**src/rtl/uart_rx_capture.sv**
```systemverilog
// uart_rx_capture
//   Receives 8N1 UART frames from an asynchronous serial line and buffers the
//   bytes in a first-word-fall-through FIFO for a ready/valid consumer.
//
// Parameters
//   BAUD_DIV    clocks per UART bit (8..65535)
//   FIFO_DEPTH  received-byte buffer entries (power of two, 2..256)
//
// Ports
//   clk          single clock, rising edge
//   rst_n        asynchronous active-low reset
//   rx_i         serial line, idle high, asynchronous to clk
//   data_o       byte at FIFO head (0 while empty after reset)
//   valid_o      FIFO not empty
//   ready_i      consumer accepts data_o; pop on valid_o & ready_i
//   frame_err_o  one-cycle pulse after a stop bit sampled low
//   overflow_o   sticky, a byte was dropped because the FIFO was full
//   clr_i        synchronous clear of overflow_o
//   level_o      current FIFO occupancy, 0..FIFO_DEPTH
module uart_rx_capture #(
    parameter int BAUD_DIV   = 32,
    parameter int FIFO_DEPTH = 16
) (
    input  logic                               clk,
    input  logic                               rst_n,
    input  logic                               rx_i,
    output logic [7:0]                         data_o,
    output logic                               valid_o,
    input  logic                               ready_i,
    output logic                               frame_err_o,
    output logic                               overflow_o,
    input  logic                               clr_i,
    output logic [$clog2(FIFO_DEPTH+1)-1:0]    level_o
);

    localparam int PW = $clog2(FIFO_DEPTH);
    localparam int LW = $clog2(FIFO_DEPTH + 1);
    // Counter runs from 0 after each clear, so a sample lands when it
    // reaches N-1 (N clocks after the clearing cycle).
    localparam logic [15:0] HALF_M1 = 16'(BAUD_DIV / 2 - 1);
    localparam logic [15:0] FULL_M1 = 16'(BAUD_DIV - 1);

    typedef enum logic [2:0] {IDLE, START, DATA, STOP, BREAK} state_t;

    state_t      state_q, state_d;
    logic [15:0] cnt_q, cnt_d;
    logic [2:0]  idx_q, idx_d;
    logic [7:0]  shreg_q, shreg_d;
    logic        ferr_d;
    logic        push;

    logic rx_meta, rx_s, rx_prev;

    // Two-flop synchronizer plus one history flop for falling-edge detect.
    always_ff @(posedge clk or negedge rst_n) begin
        if (!rst_n) begin
            rx_meta <= 1'b1;
            rx_s    <= 1'b1;
            rx_prev <= 1'b1;
        end else begin
            rx_meta <= rx_i;
            rx_s    <= rx_meta;
            rx_prev <= rx_s;
        end
    end

    always_ff @(posedge clk or negedge rst_n) begin
        if (!rst_n) begin
            state_q     <= IDLE;
            cnt_q       <= '0;
            idx_q       <= '0;
            shreg_q     <= '0;
            frame_err_o <= 1'b0;
        end else begin
            state_q     <= state_d;
            cnt_q       <= cnt_d;
            idx_q       <= idx_d;
            shreg_q     <= shreg_d;
            frame_err_o <= ferr_d;
        end
    end

    always_comb begin
        state_d = state_q;
        cnt_d   = cnt_q + 16'd1;
        idx_d   = idx_q;
        shreg_d = shreg_q;
        ferr_d  = 1'b0;
        push    = 1'b0;
        unique case (state_q)
            IDLE: begin
                cnt_d = '0;
                if (rx_prev && !rx_s) state_d = START;
            end
            START: begin
                if (cnt_q == HALF_M1) begin
                    cnt_d   = '0;
                    idx_d   = '0;
                    state_d = rx_s ? IDLE : DATA;
                end
            end
            DATA: begin
                if (cnt_q == FULL_M1) begin
                    cnt_d   = '0;
                    shreg_d = {rx_s, shreg_q[7:1]};
                    idx_d   = idx_q + 3'd1;
                    if (idx_q == 3'd7) state_d = STOP;
                end
            end
            STOP: begin
                if (cnt_q == FULL_M1) begin
                    cnt_d = '0;
                    if (rx_s) begin
                        push    = 1'b1;
                        state_d = IDLE;
                    end else begin
                        ferr_d  = 1'b1;
                        state_d = BREAK;
                    end
                end
            end
            BREAK: begin
                // Line held low after a bad stop: ignore it until it idles.
                cnt_d = '0;
                if (rx_s) state_d = IDLE;
            end
            default: state_d = IDLE;
        endcase
    end

    // ---------------------------------------------------------------- FIFO
    logic [7:0]    mem [FIFO_DEPTH];
    logic [PW-1:0] wr_ptr, rd_ptr;
    logic [LW-1:0] level_q;
    logic          full, pop, wr_en, drop;

    assign valid_o = (level_q != '0);
    assign full    = (level_q == LW'(FIFO_DEPTH));
    assign pop     = valid_o & ready_i;
    // A full FIFO still accepts the byte when the head leaves the same cycle.
    assign wr_en   = push & (~full | pop);
    assign drop    = push & full & ~pop;
    assign level_o = level_q;
    assign data_o  = valid_o ? mem[rd_ptr] : 8'h00;

    always_ff @(posedge clk) begin
        if (wr_en) mem[wr_ptr] <= shreg_q;
    end

    always_ff @(posedge clk or negedge rst_n) begin
        if (!rst_n) begin
            wr_ptr     <= '0;
            rd_ptr     <= '0;
            level_q    <= '0;
            overflow_o <= 1'b0;
        end else begin
            if (wr_en) wr_ptr <= wr_ptr + PW'(1);
            if (pop)   rd_ptr <= rd_ptr + PW'(1);
            level_q <= level_q + LW'(wr_en) - LW'(pop);
            // A drop in the clearing cycle keeps the flag set.
            if (drop)       overflow_o <= 1'b1;
            else if (clr_i) overflow_o <= 1'b0;
        end
    end

endmodule

```
**config.mk**
```make
export PLATFORM = sky130hd
export DESIGN_NAME = uart_rx_capture
export DESIGN_NICKNAME = d
export VERILOG_FILES = /design/src/rtl/uart_rx_capture.sv
export SDC_FILE = /design/constraint.sdc
export NUM_CORES = 1
export LEC_CHECK = 0
export ABC_AREA = 1
export CAP_MARGIN = 25
export CORE_MARGIN = 8
export CORE_UTILIZATION = 61
export DETAILED_ROUTE_END_ITERATION = 16
export HOLD_SLACK_MARGIN = 0.15
export PLACE_DENSITY_LB_ADDON = 0.2
export SETUP_SLACK_MARGIN = 0.02
export SLEW_MARGIN = 20
export SYNTH_ARGS = -nofsm -noshare
export SYNTH_HDL_FRONTEND = slang
export SYNTH_SLANG_ARGS = --single-unit
```
**constraint.sdc**
```tcl
create_clock -name clk -period 3.4 [get_ports clk]
set_clock_uncertainty 0.1 [all_clocks]
set_input_delay 0.68 -clock clk [delete_from_list [all_inputs] [get_ports clk]]
set_output_delay 0.68 -clock clk [all_outputs]
set_load 0.02 [all_outputs]
```
-- Word-level counts from Yosys, hierarchy flattened
Memories as Yosys holds them, arrays and structs flattened.
Cells that the tools add are included.
- register bits after elaboration: 48
- RAM bits: 128
- input port bits: 5
- output and inout bits: 16
- word-level logic and storage cells: 77
- memories kept: 1
- add/sub/neg operators: 6
- equal/unequal tests: 14
- mux-type cells: 26
- bitwise operators: 7
- reductions and logical operators: 11
- memory list (name ; words ; bits a word ; read ports ; clocked after memory_dff ; write ports ; line ; source):
    mem ; 16 ; 8 ; 1 ; 0 ; 1 ; 132 ; logic [7:0] mem [FIFO_DEPTH];
- operator list (kind ; number):
    one-hot mux 16 bit (3 select lines) ; 1
    2-to-1 mux 16 bit ; 2
    2-to-1 mux 3 bit ; 9
    adder 16 x 1 -> 16 bit (second input constant) ; 1
    equality test 16 x 4 -> 1 bit (second input constant) ; 1
    equality test 16 x 5 -> 1 bit (second input constant) ; 1
    one-hot mux 3 bit (5 select lines) ; 1
    != test 2 bit (second input constant) ; 6
    2-to-1 mux 1 bit ; 10
    adder 4 x 1 -> 4 bit (second input constant) ; 2
    2-to-1 mux 8 bit ; 1
    equality test 3 x 2 -> 1 bit (second input constant) ; 2
    equality test 3 bit (second input constant) ; 2
    one-hot mux 3 bit (2 select lines) ; 1
    AND reduction 6 bit ; 1
    adder 5 x 1 -> 5 bit ; 1
    equality test 5 bit (second input constant) ; 1
    nonzero test 5 bit ; 1
    subtractor 5 x 1 -> 5 bit ; 1
    bitwise AND 1 bit ; 4
    nonzero test 2 bit ; 2
    OR reduction 2 bit ; 2
    adder 3 x 1 -> 3 bit (second input constant) ; 1
    equality test 3 x 1 -> 1 bit (second input constant) ; 1
    other kinds (8) ; 9

-- Logic depth before layout (Yosys ltp)
Gate-level depths: netlist of run 1.
- word-level depth: 6
- mapped depth: 15
- depth with buffers taken out: 15

-- Worst setup path after synthesis of run 1
Ideal clock, no wire load.
- path kind: reg2reg
- from: reg level_q[2], in the netlist level_o[2]
- to: reg level_q[4], in the netlist level_o[4]
- arrival: 2.498 ns
- path slack: 0.674 ns
- stages on the path, launching flop included: 16
- path buffers: 0
- clock period less this slack: 2.726 ns
- path through: dfrtp_1 -> inv_1 -> ha_1 -> nand2_1 -> nor2_1 -> nand2_1 -> nand2_1 -> inv_1 -> ha_1 -> inv_1 -> ha_1 -> inv_1 -> fa_1 -> o21ai_0 -> a21oi_1 -> xor2_1
- longest elaborated chain between the ends: 6
- elaborated cells between the ends (all ways): 8
- RTL lines (item ; line ; source):
    from (decl) ; 134 ; logic [LW-1:0] level_q;
    from (signal assigned) ; 159 ; level_q <= level_q + LW'(wr_en) - LW'(pop);
    nonzero test 5 bit (*) ; 137 ; assign valid_o = (level_q != '0);
    named net valid_o ; 28 ; output logic valid_o,
    bitwise AND 1 bit (*) ; 139 ; assign pop = valid_o & ready_i;
    named net pop ; 135 ; logic full, pop, wr_en, drop;
    OR 1 bit ; 141 ; assign wr_en = push & (~full | pop);
    bitwise AND 1 bit ; 141 ;
    adder 5 x 1 -> 5 bit ; 159 ;
    subtractor 5 x 1 -> 5 bit (*) ; 159 ;
The timed path passes the listed nets; every way through them passes the cells marked *.
A chain may end at the register's enable or synchronous reset.

-- Final worst setup path of run 1
- from: reg rd_ptr[0]
- to: out data_o[3]
- longest elaborated chain between the ends: 2
- RTL lines (item ; line ; source):
    from (decl) ; 133 ; logic [PW-1:0] wr_ptr, rd_ptr;
    from (signal assigned) ; 158 ; if (pop) rd_ptr <= rd_ptr + PW'(1);
    memory (16 x 8 bit) ; n/a ;
    2-to-1 mux 8 bit ; 144 ; assign data_o = valid_o ? mem[rd_ptr] : 8'h00;
    to (decl) ; 27 ; output logic [7:0] data_o,
No other way between the ends.

==> results of run 1 <==
-- flip-flops by register name, indices dropped and copies added, names as in the netlist --
signal,flops
level_o,5
state_q,3
cnt_q,16
frame_err_o,1
rd_ptr,4
wr_ptr,4
rx_prev,1
overflow_o,1
idx_q,3
shreg_q,8
rx_meta,1
rx_s,1
mem,128
-- power groups by stage --
stage               Combinational [mW]  Clock (mW)  Sequential (mW)
floorplan                         1.27           0             2.51
global placement                  1.88           0             2.50
detailed placement                1.93           0             2.51
CTS                               1.95        2.05             2.47
global route                      2.14        2.13             2.48
finish                            1.94        2.04             2.47
-- area by class of cell --
class,count,area [um2],share of cell area
clock buffers,22,518.0,0.05874
repair buffers,40,377.9,0.04285
multi-input cells,486,2361,0.2677
flip-flops and latches,176,5050,0.5726
well taps,172,215.2,0.02440
inverters,46,177.7,0.02015
clock inverters,10,118.9,0.01348
-- kinds of logic after synthesis --
logic type	after synthesis
AO/OA/AOI/OAI	34
adder cells (fa/ha/maj)	15
XOR/XNOR	13
AND/OR/NAND/NOR	424
buffers and inverters	73
flip-flops	176
-- cells in the final DEF (no fill, tap or decap), types with 11 or more instances in the layout --
master / synthesis / layout
edfxtp_1: 128 / 128
nor2_1: 36 / 36
ha_1: 14 / 14
o21ai_0: 15 / 15
xor2_1: 11 / 11
dfrtp_1: 45 / 44
a21oi_1: 12 / 12
nand3_1: 113 / 113
nand2_1: 237 / 237
inv_1: 40 / 39
clkbuf_16: 0 / 20
buf_4: 0 / 18
clkdlybuf4s50_1: 0 / 12
-- worst paths after layout --
path,start,end,slack (ns),cells past startpoint
hold reg to reg,rx_meta,rx_s,0.26,0
setup reg to reg,level_o[2],level_o[4],0.48,15
max in group asynchronous,rst_n,rd_ptr[0],1.82,3
min in group asynchronous,rst_n,cnt_q[1],0.60,2
hold / removal,rx_meta,rx_s,0.26,0
setup / recovery,rd_ptr[0],data_o[3],0.12,9
-- per-stage QoR --
stage | setup slack (ns) | cell area, um2 | utilization | std cells | power, mW
3_5_place_dp | 0.3207 | 8154 | 0.6541 | 919 | 4.442
6_report | 0.1200 | 8818 | 0.7074 | 952 | 6.444
5_1_grt | 0.03319 | 8818 | 0.7074 | 952 | 6.751
3_3_place_gp | 0.3975 | 8154 | 0.6541 | 919 | 4.377
2_1_floorplan | 0.6743 | 7717 | - | 735 | 3.777
4_1_cts | 0.07526 | 8801 | 0.7060 | 952 | 6.465
-- what timing repair did --
action / CTS / global route
hold endpoints to repair: 13 / 0
resized for setup: 0 / 7
hold buffers: 1 / 0
setup endpoints to repair: 0 / 7
-- layer usage --
metal,wire length (um),share of wire
met1,7030,0.43
met4,316,0.019
met5,0,0
met2,8196,0.50
met3,870,0.053
==> impl_results.md, run 1 <==
* Leak pwr at 3.909 nW
* CP peak stage delay at 0.63 ns
* Largest net degree at the start of global routing at 55
* RD Place Congestion at 0.8319
* Max cap viols at 0
* Status: finished clean
* Clock network fraction of design power at 0.316
* Max clock buf depth at 2
* Synth Area in Adders at 0.02529
* Share of the clock period used by the worst path at 0.9647
* CP most frequent cell: nand2_1
* Post-Syn Instances at 735
* Fin. Hold Viols at 0
* Post-synthesis mux area share at 0
* Final HPWL from detailed placement at 10550 um
* Initial Utilization at 0.6191
* Hold Path Class: reg2reg
* Met1 GRT Util at 0.2643
* Core Area at 12470 um2
* Int Power at 4.288 mW
* YS warnings at 0
* Post-synth top cells: nand2_1, edfxtp_1, nand3_1
* # IOs at 21
* Power per cell area at 730.7 nW/um2
* DRC at 0
* Minimum clock period at 3.280 ns
* Share of cells above drive strength 1 at 0.1000
* DR vias at 5326
* Clock Sinks at 176
* CP startpoint kind: register
* Vias per cell at 5.595
* Worst path bufs/invs at 3
* Initial antenna violation count at 0
* Syn avg cell area at 10.50 um2
* Post-DR wirelength/cell at 17.24 um
* Post-synthesis sequential area ratio at 0.6542
* Filler cell count at 908
* Maximum vdd drop at 364.5 uV
* Die height at 128.5 um
* GR met3 Demand/Resource at 0.03682
* Max-slew headroom at 0.4876
* Layout area overhead at 14.27%
* Buffers added on ports at 20
* RSZ-0062 raised after global routing: no
* Min Hold Slack at 0.2624 ns
* Total GRT Usage at 0.2101
* Worst-path fanout max at 54
* Largest delay share family, worst path: buffers and inverters
* Pre-antenna DRT Iters at 5
* Initial DRC count at 463
* Worst EP arrival at 2.50 ns
* Total gr overflow at 0
* Kind of critical path: reg2out
* Comb power frac at 0.301
* Seq cells post-synth at 176
* Clock transition at path regs at 0.06 ns
* Synth async-reset ratio at 0.2727
* Layer with the highest usage: met2
* Required time worst endpoint at 2.62 ns
* Post-synth EDFFs at 128
* Sw Share at 0.3346
* Most numerous cell in the Yosys netlist: nand2_1
* Clock buffer count from CTS at 17
* Synth Net Count at 755
* Synth Area in Compound Gates at 0.02367
* Slowest cell on crit path: clkdlybuf4s50_1
* Max Freq at 304.9 MHz
* Die ar. at 16510 um2
* Root buffer cell: clkbuf_16
* Num rows at 41
* Distinct cells, synth at 36
* Seq pwr share at 0.383
* Clk Latency, worst-skew pair at 0.43 ns
* GR Layer Usage met2 at 0.3510
* Setup TNS at 0 ns
* Main combinational cell family by area after synthesis: simple AND/OR/NAND/NOR gates
* Synth Area in XOR/XNOR at 0.01475
* Setup violators final at 0
* Worst Setup End Kind: output port
* Worst slew pin tran at 0.7657 ns
* Ys flop type: edfxtp_1
* Max H-tree Level at 4
* Max-slew violations at 0
* Number of global-route vias before repair at 5143
* Area leader, netlist: edfxtp_1
* ANT nets after route at 0
* Post-Syn Area at 7717 um2
* Yosys top cell area share at 0.4981
* Synth Area in Simple Gates at 0.2422
* First-pass GRT wire length at 26250 um
* CTS tree: yes
* Post-CTS Setup Bufs at 0
* Net switching power at 2.156 mW
* Critical path, cell by cell: clkinv_1 -> buf_12 -> nand2_1 -> nand3_1 -> nand3_1 -> nand2_1 -> nand2_1 -> a21oi_1 -> clkdlybuf4s50_1
* Fin nets at 787
* # diodes at 0
* Synth top area cells: edfxtp_1, dfrtp_1, nand2_1
* Wirelength, routed at 16410 um
* Chip Width at 128.5 um
Note: power is estimated with default switching activity, not from simulation.
==> run 2, diff against run 1 <==
--- a/config.mk
+++ b/config.mk
@@ -13,6 +13,7 @@
 export HOLD_SLACK_MARGIN = 0.15
 export PLACE_DENSITY_LB_ADDON = 0.2
 export SETUP_SLACK_MARGIN = 0.02
+export SKIP_LAST_GASP = 1
 export SLEW_MARGIN = 20
 export SYNTH_ARGS = -nofsm -noshare
 export SYNTH_HDL_FRONTEND = slang
==> results of run 2 <==
Final layout, timing and power as in run 1 (identical DEF).
